$ cat src/rtl/accurate_adder.sv
// Exact signed adder, WIDTH+1-bit result, structural carry-lookahead datapath.
// Latency: 1 cycle (result registered on c), one new operand pair per cycle.
// Backpressure: none; the block consumes a and b at every rising clk edge.
module accurate_adder #(
  parameter int WIDTH = 32,
  parameter int GROUP = 4
) (
  input  logic             clk,
  input  logic             rst,
  input  logic [WIDTH-1:0] a,
  input  logic [WIDTH-1:0] b,
  output logic [WIDTH:0]   c
);

  localparam int NBLK = WIDTH / GROUP;

  logic [WIDTH-1:0] g;
  logic [WIDTH-1:0] p;
  logic [WIDTH-1:0] carry_in;
  logic [NBLK-1:0]  blk_g;
  logic [NBLK-1:0]  blk_p;
  logic [NBLK:0]    blk_cin;
  logic             cout_msb;
  logic [WIDTH:0]   s;

  always_comb begin
    logic ci;
    logic term;
    g        = a & b;
    p        = a ^ b;
    carry_in = '0;
    blk_g    = '0;
    blk_p    = '0;
    blk_cin  = '0;
    ci       = 1'b0;
    term     = 1'b0;
    for (int k = 0; k < NBLK; k++) begin
      // In-block carries are flat sum-of-products of g/p and the block carry-in.
      for (int j = 0; j < GROUP; j++) begin
        ci = blk_cin[k];
        for (int m = 0; m < j; m++) ci = ci & p[k*GROUP+m];
        for (int m = 0; m < j; m++) begin
          term = g[k*GROUP+m];
          for (int n = m + 1; n < j; n++) term = term & p[k*GROUP+n];
          ci = ci | term;
        end
        carry_in[k*GROUP+j] = ci;
      end
      blk_p[k] = 1'b1;
      for (int j = 0; j < GROUP; j++) blk_p[k] = blk_p[k] & p[k*GROUP+j];
      for (int j = 0; j < GROUP; j++) begin
        term = g[k*GROUP+j];
        for (int m = j + 1; m < GROUP; m++) term = term & p[k*GROUP+m];
        blk_g[k] = blk_g[k] | term;
      end
      blk_cin[k+1] = blk_g[k] | (blk_p[k] & blk_cin[k]);
    end
    cout_msb = g[WIDTH-1] | (p[WIDTH-1] & carry_in[WIDTH-1]);
    s[WIDTH-1:0] = p ^ carry_in;
    // Sign of the extended sum, not the raw carry-out.
    s[WIDTH] = a[WIDTH-1] ^ b[WIDTH-1] ^ cout_msb;
  end

  always_ff @(posedge clk) begin
    if (rst) c <= '0;
    else     c <= s;
  end

endmodule

$ cat config.mk
export PLATFORM = sky130hd
export DESIGN_NAME = accurate_adder
export DESIGN_NICKNAME = d
export VERILOG_FILES = /design/src/rtl/accurate_adder.sv
export SDC_FILE = /design/constraint.sdc
export NUM_CORES = 1
export LEC_CHECK = 0
export CAP_MARGIN = 20
export CORE_MARGIN = 3
export CORE_UTILIZATION = 45
export DETAILED_ROUTE_END_ITERATION = 8
export PLACE_DENSITY = 0.95
export SLEW_MARGIN = 20
export SYNTH_ARGS = -nofsm -noshare
export SYNTH_HDL_FRONTEND = slang
export SYNTH_SLANG_ARGS = --single-unit
$ cat constraint.sdc
create_clock -name clk -period 10.1 [get_ports clk]
set_clock_uncertainty 0.05 [all_clocks]
set_input_delay 2.02 -clock clk [delete_from_list [all_inputs] [get_ports clk]]
set_output_delay 2.02 -clock clk [all_outputs]
set_load 0.01 [all_outputs]
==> results of run 1 <==
[area by class of cell]
cell class | instances | area (sq um) | share of cell area
clock buffers | 7 | 86.3 | 0.0268
inverters | 3 | 11.3 | 0.00350
multi-input cells | 173 | 1420 | 0.441
flip-flops and latches | 33 | 661 | 0.205
well taps | 52 | 65.1 | 0.0202
repair buffers | 98 | 976 | 0.303
[layer usage]
metal,up-vias,GRT usage
li1,923,-
met1,835,0.183
met2,63,0.358
met3,9,0.0297
met4,0,0.0791
met5,-,0
[worst max-delay path: cells and delay by family]
| family | cells | cell delay [ns] |
|---|---|---|
| compound gates | 6 | 1.33 |
| simple gates | 3 | 0.38 |
| fa+ha+maj | 4 | 1.12 |
| buf+inv | 1 | 0.46 |
[kinds of logic (layout without fill, tap and decap cells)]
kind of cell	Yosys count	after routing	synth area share
simple gates	59	59	0.138
fa+ha+maj	49	49	0.327
compound gates	43	43	0.119
flops	33	33	0.314
xor+xnor	22	22	0.0916
buf+inv	6	108	0.0107
[through the flow]
| step | setup slack, ns | cells |
|---|---|---|
| 5_1_grt | 4.68 | 366 |
| 3_5_place_dp | 4.54 | 359 |
| 2_1_floorplan | 5.35 | 212 |
| 3_3_place_gp | 4.68 | 359 |
| 4_1_cts | 4.84 | 366 |
| 6_report | 4.88 | 366 |
[final timing paths]
check             start  endpoint  depth (start not counted)
setup / recovery   a[1]     c[31]                         14
hold / removal      rst     c[32]                          2
[power by group through the flow]
stage	Sequential [uW]	Clock, uW	Combinational [uW]
2_1_floorplan	165	0	67.2
6_report	152	97.5	155
4_1_cts	153	99.9	157
3_3_place_gp	155	0	150
3_5_place_dp	155	0	156
5_1_grt	154	104	171
[cells in the final DEF, fill, tap and decap left out]
master,count
clkbuf_8,6
dfxtp_1,33
nor2b_1,11
o21bai_1,1
nand4_1,3
a22oi_2,1
and4_1,1
a21o_1,5
nor2_1,26
clkbuf_1,1
o21ai_0,13
clkdlybuf4s50_1,97
a21o_2,1
inv_1,3
nand2_1,8
nand3_2,1
ha_1,39
fa_1,10
or2_1,1
nand2b_1,8
buf_2,1
o31a_1,1
a21oi_1,19
xnor2_1,16
o211ai_1,2
xor2_1,6
==> reports/qor.txt, run 1 <==
Status - finished, final reports clean
Number of buffers created by CTS - 5
Row cnt - 24
Vias in the first global route - 1,805
Area leader, netlist - dfxtp_1
Post-CTS sizing - 0
Fin. max-slew vios - 0
Detailed-placement wirelength estimate - 4260 microns
DRT iter0 DRCs - 39
DR WL/cell - 13.6 microns
Post-synth top cells - ha_1 (39), dfxtp_1 (33), nor2_1 (26), a21oi_1 (19), xnor2_1 (16)
Total Routing Usage GR - 0.181
Internal - 291 uW
Max clock buf depth - 2
# setup viols final - 0
Pin count of the biggest net entering global routing - 34
Final Util - 0.725
Cell area after layout - 3220 sq um
First-pass GRT wire length - 7650 microns
Max IR drop VDD - 53.1 uV
Pwr Total - 405 uW
Post-synthesis sequential area ratio - 0.314
Vias/cell - 5.00
Fin. Hold Viols - 0
Gr ovfl total - 0
Die Span Y - 74.4 microns
Fmax - 0.191 GHz
Switch Pwr - 114 uW
Period utilization - 0.517
Critical path capture point type - flop
Die Wd - 74.4 microns
Syn. warnings - 0
Drt pass-1 iters - 4
WP data arrival - 5.32 ns
Biggest register - c
# Max-Cap Violations - 0
Post-route ant nets - 0
Hold WS - 2.16 ns
Crit Path Class - input port to flop
Crit path required time - 10.20 ns
Crit path max fanout - 4
Clock-pin slew on the worst setup and hold paths - 0.06 ns
Clock root buffer - clkbuf_8
CP max-delay cell - clkdlybuf4s50_1
Synthesis-to-layout area growth - 53.0%
Post-CTS Setup Bufs - 0
Top Layer Used - met4
Share of the synthesized area in the top cell type - 0.314
Setup TNS - 0 ns
Top-count cell post-synth - ha_1
Max FFs per register - 33
Tmin final - 5.22 ns
Hold crit path type - input port to flop
Synth top area cells - dfxtp_1 (31%), ha_1 (23%), fa_1 (9.5%)
Hold Buf Count CTS - 0
Pwr/cell area - 126 nW/um^2
Least-Margin Pin Slew - 0.580 ns
Routed wire length - 4980 microns
Critical path, cell by cell - clkdlybuf4s50_1, ha_1, ha_1, o211ai_1, a21oi_1, o211ai_1, nand3_2, o31a_1, ha_1, o21ai_0, nand2b_1, a21o_1, fa_1, nor2b_1
Sw frac - 0.280
CTS tree - done
Met2 routed WL - 2690 microns
H-tree levels - 2
PortBufs - 98
P_leak - 0.00139 uW
Largest registers - c x33
Fraction of layout cells with a size suffix above 1 - 0.0318
Ys flop type - dfxtp_1
Post-synth cell types - 23
Drt drc - 0
Initial Util - 0.474
Post-synthesis cell area - 2100 sq um
Slew margin rel. - 0.613
CORE AREA - 4440 sq um
Syn Nets - 327
Flop pwr share - 0.376
GP Congestion - 0.798
Most frequent CP cell - ha_1
Startpoint types - input port
Number of synthesized register bits - 33
Setup repair after global routing missed its margin - no
Clock Sinks - 33
Combinational group share of total power - 0.383
Full die area - 5530 sq um
Number of fill cells - 347
Metal3 WL - 299 microns
Clk pwr share - 0.241
Initial antenna violation count - 0
Async S/R FF share, synth - 0
DR vias - 1,830
Nets - 429
Ports - 99
Slowest cell delay on critical path - 0.46 ns
Placed Area - 3140 sq um
Number of synthesized flops with an enable pin - 0
Number of diodes - 0
Mean Syn Cell Area - 9.93 sq um
Sum of routed wire segments on met1 - 1870 microns
Synth Instances - 212
(Power assumes the default switching activity.)
==> inputs of run 2 (changes only) <==
CORE_UTILIZATION = 41   (was 45)
PLACE_DENSITY = 0.89   (was 0.95)
clock period = 5.09 ns   (was 10.1 ns; I/O delays follow)
==> run 2 against run 1 <==
  * Critical endpoint unchanged
  * Global-route usage is 1.1 points lower
  * Largest cell class unchanged
  * Worst setup slack worse by 4.1 ns
  * Clock power increased by 92%
==> reports/qor.txt, run 2 (same netlist as run 1, synthesis figures left out) <==
Final WS setup - 0.795 ns (was 4.88 ns)
Post-CTS Setup Bufs - 0 (unchanged)
Max FFs per register - 33 (unchanged)
# setup viols final - 0 (unchanged)
Synthesis-to-layout area growth - 54.3% (was 53.0%)
Number of fill cells - 384 (was 347)
Placed Area - 3170 sq um (was 3140 sq um)
Drt pass-1 iters - 4 (unchanged)
Hold WS - 1.41 ns (was 2.16 ns)
GP Congestion - 0.786 (was 0.798)
Detailed-placement wirelength estimate - 4190 microns (was 4260 microns)
# Max-Cap Violations - 0 (unchanged)
Number of diodes - 0 (unchanged)
Crit path required time - 5.21 ns (was 10.20 ns)
Initial Util - 0.434 (was 0.474)
CP max-delay cell - clkdlybuf4s50_1 (unchanged)
Largest registers - c x33 (unchanged)
Period utilization - 0.844
Setup TNS - 0 ns (unchanged)
DR WL/cell - 13.0 microns (was 13.6 microns)
Top delay family on crit path - compound AO/OA/AOI/OAI gates (unchanged)
Worst Path Buf+Inv - 1 (unchanged)
Vias/cell - 4.80 (was 5.00)
Crit Path Class - input port to flop (unchanged)
P_leak - 0.00139 uW (about the same)
Sequential cell area - 661 sq um (unchanged)
Final Util - 0.670 (was 0.725)
Fmax - 0.233 GHz
Leading cell type in the layout, fill and taps excluded - clkdlybuf4s50_1 (unchanged)
Post-CTS sizing - 0 (unchanged)
H-tree levels - 2 (unchanged)
CTS tree - done (unchanged)
Setup repair after global routing missed its margin - no (unchanged)
CORE AREA - 4850 sq um (was 4440 sq um)
Pwr/cell area - 245 nW/um^2 (was 126 nW/um^2)
Hold crit path type - input port to flop (unchanged)
Number of buffers created by CTS - 5 (unchanged)
Multi-input gate area - 1420 sq um (unchanged)
First-pass GRT wire length - 8200 microns (was 7650 microns)
Max clock buf depth - 2 (unchanged)
Crit path max fanout - 4 (unchanged)
PortBufs - 98 (unchanged)
Die Wd - 77.6 microns (was 74.4 microns)
Full die area - 6030 sq um (was 5530 sq um)
Biggest register - c (unchanged)
Routed wire length - 4960 microns (was 4980 microns)
Most frequent CP cell - ha_1 (unchanged)
Critical path capture point type - flop (unchanged)
Nets - 430 (was 429)
Most frequent cells in the layout - clkdlybuf4s50_1 (98), ha_1 (39), dfxtp_1 (33) (was clkdlybuf4s50_1 (97), ha_1 (39), dfxtp_1 (33))
Max IR drop VDD - 89.3 uV (was 53.1 uV)
Drt drc - 0 (unchanged)
Clock Sinks - 33 (unchanged)
Least-Margin Pin Slew - 0.396 ns (was 0.580 ns)
Gr ovfl total - 0 (unchanged)
Ports - 99 (unchanged)
Startpoint types - input port (unchanged)
Tmin final - 4.29 ns
Cell area after layout - 3250 sq um (was 3220 sq um)
Hold Buf Count CTS - 0 (unchanged)
Pin count of the biggest net entering global routing - 34 (unchanged)
Fraction of layout cells with a size suffix above 1 - 0.0348 (was 0.0318)
Clock-pin slew on the worst setup and hold paths - 0.07 ns (was 0.06 ns)
Total Routing Usage GR - 0.171 (was 0.181)
DR vias - 1,837 (was 1,830)
Row cnt - 25 (was 24)
Initial antenna violation count - 0 (unchanged)
Slew margin rel. - 0.733 (was 0.613)
Post-place setup slack - 0.537 ns (was 4.54 ns)
WP data arrival - 4.42 ns (was 5.32 ns)
Die Span Y - 77.6 microns (was 74.4 microns)
Post-route ant nets - 0 (unchanged)
Vias in the first global route - 1,882 (was 1,805)
Fin. Hold Viols - 0 (unchanged)
Status - finished, final reports clean (unchanged)
Clock root buffer - clkbuf_8 (unchanged)
Fin. max-slew vios - 0 (unchanged)
Slowest cell delay on critical path - 0.47 ns (was 0.46 ns)
Critical path, cell by cell - clkdlybuf4s50_1, ha_1, ha_1, o211ai_1, a21oi_1, o211ai_1, nand3_2, o31a_1, ha_1, o21ai_0, nand2b_1, a21o_1, fa_1, nor2b_1 (unchanged)
DRT iter0 DRCs - 36 (was 39)
run 2: changes by cell type in the layout (fill, tap and decap cells not counted), sizes merged:
| cell | delta |
|---|---|
| clkdlybuf4s50 | +1 |
| clkbuf | -1 |
| clkinv | +2 |
run 2: worst paths after layout:
check	start	to	cells after the start
worst max-delay path	a[1]	c[31]	14
worst min-delay path	b[0]	c[0]	3
run 2: report_power, final:
| group | switching [uW] | total [uW] | internal (uW) | leakage [uW] |
|---|---|---|---|---|
| Combinational | 129 | 307 | 178 | 0.00107 |
| Clock | 92.0 | 187 | 94.6 | 0.0000450 |
| Sequential | 8.62 | 302 | 294 | 0.000275 |
| Total | 230 | 796 | 566 | 0.00139 |
run 2: final cells by class:
| cell class | instances | share of cell area |
|---|---|---|
| Tap cell | 67 | 0.0258 |
| Inverter | 3 | 0.00347 |
| Clock buffer | 6 | 0.0223 |
| Clock inverter | 2 | 0.00308 |
| Multi-Input combinational cell | 173 | 0.438 |
| Timing Repair Buffer | 99 | 0.304 |
| Sequential cell | 33 | 0.203 |
run 2: tightest hold or removal path, stage by stage:
cell and delay (ns):
clkdlybuf4s50_1 0.46, ha_1 0.11, nor2b_1 0.11
run 2: layer usage:
| metal | wire (microns) | GRT usage | vias up |
|---|---|---|---|
| li1 | - | - | 926 |
| met1 | 1920 | 0.179 | 833 |
| met2 | 2630 | 0.327 | 66 |
| met3 | 296 | 0.0290 | 12 |
| met4 | 116 | 0.0765 | 0 |
| met5 | 0 | 0 | - |
run 2: stage by stage:
| step | std cells | power (uW) |
|---|---|---|
| 6_report | 383 | 796 |
| 2_1_floorplan | 212 | 461 |
| 3_5_place_dp | 375 | 618 |
| 3_3_place_gp | 375 | 606 |
| 4_1_cts | 383 | 805 |
| 5_1_grt | 383 | 849 |
==> inputs of run 3 (changes only) <==
clock period = 4.4 ns   (was 5.09 ns; I/O delays follow)
==> run 3 against run 2 <==
  * Sequential cell count did not move
  * Cell area up 0.89%
  * Combinational power is 15% higher
  * Sequential share of layout area down 0.18 points
  * Clock power grew 54%
  * Clock-buffer cell count grew 1
  * Global-route usage is 1.0 points lower
  * Core utilization is 0.59 points higher
  * Die area stayed put
  * Critical path depth stayed put
  * Final cell count unchanged
  * Worst setup slack got worse by 0.40 ns
  * Largest cell class unchanged
  * Highest routed layer unchanged
==> reports/qor.txt, run 3 (same netlist as run 1, synthesis figures left out) <==
Clk pwr share - 0.291 (was 0.235)
Hold Crit Start - rst (was b[0])
Pin count of the biggest net entering global routing - 34 (unchanged)
H-tree levels - 2 (unchanged)
DRT iter0 DRCs - 45 (was 36)
Combinational group share of total power - 0.356 (was 0.385)
# Max-Cap Violations - 0 (unchanged)
Fmax - 0.250 GHz
Biggest register - c (unchanged)
Placed cell count - 375 (unchanged)
Clock-pin slew on the worst setup and hold paths - 0.07 ns (about the same)
Drt pass-1 iters - 4 (unchanged)
Ports - 99 (unchanged)
Synthesis-to-layout area growth - 55.7% (was 54.3%)
Status - finished, final reports clean (unchanged)
Sw frac - 0.262 (was 0.289)
Crit path max fanout - 2 (was 4)
Pwr/cell area - 302 nW/um^2 (was 245 nW/um^2)
Post-CTS sizing - 0 (unchanged)
Crit path required time - 4.50 ns (was 5.21 ns)
Drt drc - 0 (unchanged)
Hold Buf Count CTS - 0 (unchanged)
Row cnt - 25 (unchanged)
Max FFs per register - 33 (unchanged)
Tmin final - 4.00 ns
Gr ovfl total - 0 (unchanged)
Detailed-placement wirelength estimate - 4020 microns (was 4190 microns)
Flop pwr share - 0.353 (was 0.380)
Hold crit path type - input port to flop (unchanged)
Switch Pwr - 259 uW (was 230 uW)
Leading cell type in the layout, fill and taps excluded - clkdlybuf4s50_1 (unchanged)
Slew margin rel. - 0.614 (was 0.733)
Clock root buffer - clkbuf_8 (unchanged)
Startpoint types - input port (unchanged)
Full die area - 6030 sq um (unchanged)
# setup viols final - 0 (unchanged)
Initial Util - 0.434 (unchanged)
Critical path capture point type - flop (unchanged)
CTS tree - done (unchanged)
Fraction of layout cells with a size suffix above 1 - 0.0380 (was 0.0348)
Fin. Hold Viols - 0 (unchanged)
Setup repair after global routing missed its margin - no (unchanged)
P_leak - 0.00140 uW (was 0.00139 uW)
Initial antenna violation count - 0 (unchanged)
GP Congestion - 0.792 (was 0.786)
Die Span Y - 77.6 microns (unchanged)
Internal - 730 uW (was 566 uW)
Max IR drop VDD - 152 uV (was 89.3 uV)
Most frequent cells in the layout - clkdlybuf4s50_1 (97), ha_1 (39), dfxtp_1 (33) (was clkdlybuf4s50_1 (98), ha_1 (39), dfxtp_1 (33))
Post-route ant nets - 0 (unchanged)
Max clock buf depth - 2 (unchanged)
Pwr Total - 989 uW (was 796 uW)
Post-CTS Setup Bufs - 0 (unchanged)
Clock Sinks - 33 (unchanged)
Number of buffers created by CTS - 5 (unchanged)
Period utilization - 0.909
Number of diodes - 0 (unchanged)
Crit Path Class - input port to flop (unchanged)
Fin. max-slew vios - 0 (unchanged)
Total Routing Usage GR - 0.160 (was 0.171)
DR WL/cell - 12.2 microns (was 13.0 microns)
Setup TNS - 0 ns (unchanged)
Largest registers - c x33 (unchanged)
First-pass GRT wire length - 7780 microns (was 8200 microns)
DR vias - 1,819 (was 1,837)
PortBufs - 98 (unchanged)
Cell Count, Final, Fillers Out - 383 (unchanged)
Nets - 430 (unchanged)
CP startpoint - a[1] (unchanged)
Vias in the first global route - 1,842 (was 1,882)
CORE AREA - 4850 sq um (unchanged)
Hold WS - 1.03 ns (was 1.41 ns)
Die Wd - 77.6 microns (unchanged)
Final Util - 0.676 (was 0.670)
Routed wire length - 4670 microns (was 4960 microns)
WP data arrival - 4.10 ns (was 4.42 ns)
Vias/cell - 4.75 (was 4.80)
Least-Margin Pin Slew - 0.579 ns (was 0.396 ns)
[run 3: power by group through the flow]
stage	sequential, uW	combinational, uW	clock (uW)
after floorplan	379	154	0
after global placement	356	347	0
after detailed placement	357	356	0
after CTS	350	357	297
after global routing	353	390	309
final	349	352	288
[run 3: critical path, stage by stage]
cell,delay (ns)
clkdlybuf4s50_1,0.46
ha_1,0.31
ha_1,0.22
o211ai_1,0.21
a21oi_1,0.12
o211ai_1,0.23
nand3_2,0.10
o31a_1,0.34
ha_1,0.18
o21ai_0,0.15
nand2b_1,0.10
a21o_1,0.22
fa_1,0.43
nor2b_1,0.14
[run 3: final cells by class]
cell class | count | area [sq um]
clock inverters | 1 | 30.0
flip-flops and latches | 33 | 661
clock buffers | 7 | 86.3
well taps | 67 | 83.8
fillers | 400 | 1570
repair buffers | 99 | 983
inverters | 3 | 11.3
multi-input cells | 173 | 1420
[run 3: per-stage QoR]
step / setup WS (ns) / instance area (sq um)
3_5_place_dp: 0.0578 / 3170
4_1_cts: 0.367 / 3280
2_1_floorplan: 0.790 / 2100
6_report: 0.399 / 3280
5_1_grt: 0.212 / 3280
3_3_place_gp: 0.192 / 3170
[run 3: path summary, 6_finish.rpt]
| check | endpoint | cells past startpoint | slack [ns] |
|---|---|---|---|
| worst min-delay path | c[32] | 2 | 1.03 |
| worst max-delay path | c[31] | 14 | 0.40 |
[run 3: layer usage]
layer | track usage | share of wire
met1 | 0.169 | 0.38
met2 | 0.300 | 0.53
met3 | 0.0336 | 0.066
met4 | 0.0747 | 0.025
met5 | 0 | 0
==> edit 1: new RTL, config.mk and constraints of run 1 <==
Set the parameter `WIDTH` to 28 (it was 32).
--- a/src/rtl/accurate_adder.sv
+++ b/src/rtl/accurate_adder.sv
@@ -2,7 +2,7 @@
 // Latency: 1 cycle (result registered on c), one new operand pair per cycle.
 // Backpressure: none; the block consumes a and b at every rising clk edge.
 module accurate_adder #(
-  parameter int WIDTH = 32,
+  parameter int WIDTH = 28,
   parameter int GROUP = 4
 ) (
   input  logic             clk,
Ports: changed (resized a, b and c); port bits go from 99 to 87. The function was not compared with the original's and may differ.
==> edit 1 against run 1 <==
  * Non-clock buffer count is 12 lower
  * Sequential cell count is 4 lower
  * Routed wire length is 12% lower
  * Area after synthesis is 13% lower
  * Count of clock-buffer cells in the layout stayed put
  * Setup slack better by 0.22 ns
  * Power is 11% lower
  * Critical path depth stayed put
  * Final area is 12% lower
  * Critical path type unchanged
  * Largest power group is now sequential cells
==> edit 1: results (changes against run 1) <==
grt_pass1_vias: 1681  # -6.9%
slew_headroom_pct: 31.4  # -30 points
synthArstFlopShare_pct: 0  # unchanged
ys_top_cells_by_area: "dfxtp_1, ha_1, fa_1, xnor2_1, nor2_1"
fill_cells: 275  # -21%
synth-seq-area-share_pct: 31.8  # +0.37 points
cts_inserted_buffers: 5  # unchanged
antennaDiodeCount: 0  # unchanged
postCtsSetupBuffers: 0  # unchanged
worst-path-max-fanout: 4  # unchanged
cts.htree.levels: 2  # unchanged
setup.worst_path.start: "b[1]"
grt_max_degree: 30  # -12%
wire_per_inst_um: 13.5  # -0.54%
dpl.hpwl_mm: 3.63  # -15%
yosys_warnings: 0  # unchanged
gr-usage-all-layers_pct: 19.2  # +1.1 points
drt_iter0_drc: 66  # +69%
reg_top3: "c (29)"
clk_pin_slew_ns: 0.06  # about the same
antenna_found_initial: 0  # unchanged
routed_via_density: 5.06  # +1.2%
cts_resized: 0  # unchanged
clockRootBuffer: "clkbuf_8"
status: "finished clean"
min_path_cells: 3  # +1
min-delay-start: "b[0]"
hold_path.class: "primary input to register"
critPathSlowestCell: "clkdlybuf4s50_1"
synth.cells.most_frequent: "ha_1, dfxtp_1, nor2_1"
ir_drop_uv: 53.3  # +0.42%
total_leakage_power_uw: 0.00121  # -13%
grt_first_pass_wirelength_mm: 7.56  # -1.2%
clockBufferDepth: 2  # unchanged
firstDrtPassIters: 4  # unchanged
drive_gt1_share_pct: 2.92  # -0.27 points
synth_cell_type_count: 22  # -4.3%
gp_congestion: 0.821  # +2.9%
arrival_ns: 5.07  # -0.25 ns
synthesis.nets: 285  # -13%
ys.flop_type: "dfxtp_1"
cp-endpoint: "c[27]"
fin_nets: 375  # -13%
max_stage_delay_ns: 0.52  # +0.06 ns
portBuffers: 86  # -12%
## edit 1: how the worst min path moves through the flow
stage and endpoint:
2_1_floorplan c[0], 3_3_place_gp c[0], 3_5_place_dp c[2], 4_1_cts c[25]
5_1_grt c[0], 6_report c[0]
## edit 1: logic make-up (layout without fill, tap and decap cells)
group	count (synthesis)	count (layout)	share of synthesized area, %
simple gates	52	52	13.4
fa+ha+maj	43	43	33.1
compound gates	34	34	11.2
flops	29	29	31.8
xor+xnor	19	19	9.10
buf+inv	7	97	1.44
## edit 1: cell type report
cell class,instances,area (um^2),share of cell area [%]
Tap cell,48,60.1,2.13
Clock buffer,7,86.3,3.06
Timing Repair Buffer,86,861,30.5
Multi-Input combinational cell,148,1220,43.2
Sequential cell,29,581,20.6
Inverter,4,15.0,0.532
## edit 1: power breakdown
group	switching (uW)	internal [uW]	leakage (uW)	total (uW)
logic	56.7	77.5	0.000921	134
clock network	38.9	53.9	0.0000443	92.8
registers	3.88	130	0.000242	134
total	99.5	262	0.00121	361
## edit 1: worst max-delay path: cells and delay by family
kind / cells / cell delay (ns)
fa+ha+maj: 4 / 1.13
simple gates: 4 / 0.50
compound gates: 5 / 0.90
buf+inv: 1 / 0.52
## edit 1: metal layers
layer	share of wire, %	track usage, %	wire [um]	vias up
met5	0	0	0	-
met4	1.6	5.96	69	0
met3	6.5	5.22	285	6
met2	54	35.4	2340	65
met1	38	21.4	1660	756
li1	-	-	-	803
## edit 1: through the flow
stage	instances	hold WS [ns]	setup WS, ns	utilization, %	cell area, um^2
2_1_floorplan	184	2.19	5.57	-	1830
3_3_place_gp	315	2.69	4.94	72.1	2740
3_5_place_dp	315	2.71	4.81	72.1	2740
4_1_cts	322	2.47	5.07	74.3	2820
5_1_grt	322	2.48	4.90	74.3	2820
6_report	322	2.47	5.10	74.3	2820
==> edit 2: new RTL, config.mk and constraints of run 1 <==
Made on the original files. Make the reset (`rst`) asynchronous in one clocked block.
--- a/src/rtl/accurate_adder.sv
+++ b/src/rtl/accurate_adder.sv
@@ -61,7 +61,7 @@
     s[WIDTH] = a[WIDTH-1] ^ b[WIDTH-1] ^ cout_msb;
   end
 
-  always_ff @(posedge clk) begin
+  always_ff @(posedge clk or posedge rst) begin
     if (rst) c <= '0;
     else     c <= s;
   end
Behaviour: differs if rst is asserted again (counterexample within 4 cycles, from zero or initial values and one cycle with rst high); with rst held inactive, the same outputs for 10 cycles.
==> edit 2 against run 1 <==
  * Utilization grew 0.66 points
  * Sequential cell count is the same
  * Via count shrank 6.7%
  * Setup slack gained 0.13 ns
  * Combinational power grew 11%
  * First-iteration DRC count grew 5.1%
  * Die area grew 1.4%
  * Area after synthesis grew 1.5%
  * Routed wire length is essentially flat
  * Final area grew 1.6%
  * Power grew 6.5%
  * Clock power shrank 2.9%
  * Sequential power grew 8%
  * Largest power group unchanged
  * Highest routed layer unchanged
==> edit 2: results (changes against run 1) <==
cts.htree.levels: 2  # unchanged
ir_drop_uv: 99.0  # +87%
ys_top_cells_by_area: "dfrtp_1, ha_1, fa_1, o21a_1, xnor2_1"
hold_path.class: "primary input to async pin"
synth.cells.most_frequent: "ha_1, dfrtp_1, nor2_1"
worst-path-max-fanout: 4  # unchanged
synth-compound-area-share_pct: 13.2  # +1.3 points
synth_adder_area_share_pct: 32.2  # -0.48 points
totalWireLength_mm: 4.98  # about the same
ys.flop_type: "dfrtp_1"
synthArstFlopShare_pct: 100  # +100 points
slew_headroom_pct: 72.8  # +11 points
synth-xor-area-share_pct: 6.56  # -2.6 points
grt_pass1_vias: 1817  # +0.66%
cp-endpoint: "c[31]"
dpl.hpwl_mm: 4.36  # +2.3%
gr-usage-all-layers_pct: 19.4  # +1.3 points
grt_first_pass_wirelength_mm: 8.14  # +6.4%
synth-seq-area-share_pct: 38.7  # +7.3 points
dp.cells: 336  # -6.4%
grt_max_degree: 34  # unchanged
synthesis.nets: 300  # -8.3%
clk_pin_slew_ns: 0.07
synth_cell_type_count: 24  # +4.3%
drive_gt1_share_pct: 3.77  # +0.58 points
critPathSlowestCell: "clkdlybuf4s50_1"
fin_nets: 406  # -5.4%
arrival_ns: 5.20  # -0.12 ns
fill_cells: 311  # -10%
wire_per_inst_um: 14.5  # +6.5%
syn_inst: 185  # -13%
gp_congestion: 0.874  # +9.5%
vias: 1708  # -6.7%
placed_area_um2: 3190  # +1.6%
status: "finished clean"
edit 2: through the flow:
step	util, %	setup slack (ns)
2_1_floorplan	-	5.46
5_1_grt	73.1	4.80
6_report	73.1	5.00
4_1_cts	73.1	5.02
3_3_place_gp	71.3	4.85
3_5_place_dp	71.3	4.71
edit 2: power by group:
group          switching, uW  total (uW)  internal [uW]
combinational           72.2         172            100
sequential              6.35         164            158
clock                   47.0        94.7           47.7
edit 2: per-layer routing:
| metal | routed length, um | global-route usage [%] |
|---|---|---|
| met1 | 1880 | 21.6 |
| met2 | 2770 | 36.1 |
| met3 | 177 | 3.20 |
| met4 | 146 | 8.70 |
| met5 | 0 | 0 |
edit 2: final cells by class:
type                    instances  share of cell area (%)
repair buffers                 99                    30.2
flip-flops and latches         33                    25.2
well taps                      52                    1.99
multi-input cells             147                    39.5
inverters                       5                   0.574
clock buffers                   6                    2.22
clock inverters                 2                   0.306
edit 2: worst min-delay path by stage:
stage | start | endpoint | slack, ns | cells after the start
after detailed placement | rst | c[30] | 2.41 | 3
final | rst | c[30] | 2.08 | 3
after floorplan | rst | c[0] | 2.10 | 1
after global placement | rst | c[29] | 2.40 | 3
after global routing | rst | c[32] | 2.13 | 3
after CTS | rst | c[30] | 2.10 | 3
edit 2: cell families (layout without fill, tap and decap cells):
| group | Yosys count | count (layout) |
|---|---|---|
| fa+ha+maj | 49 | 49 |
| compound gates | 43 | 43 |
| simple gates | 39 | 39 |
| flops | 33 | 33 |
| xor+xnor | 16 | 16 |
| buf+inv | 5 | 112 |
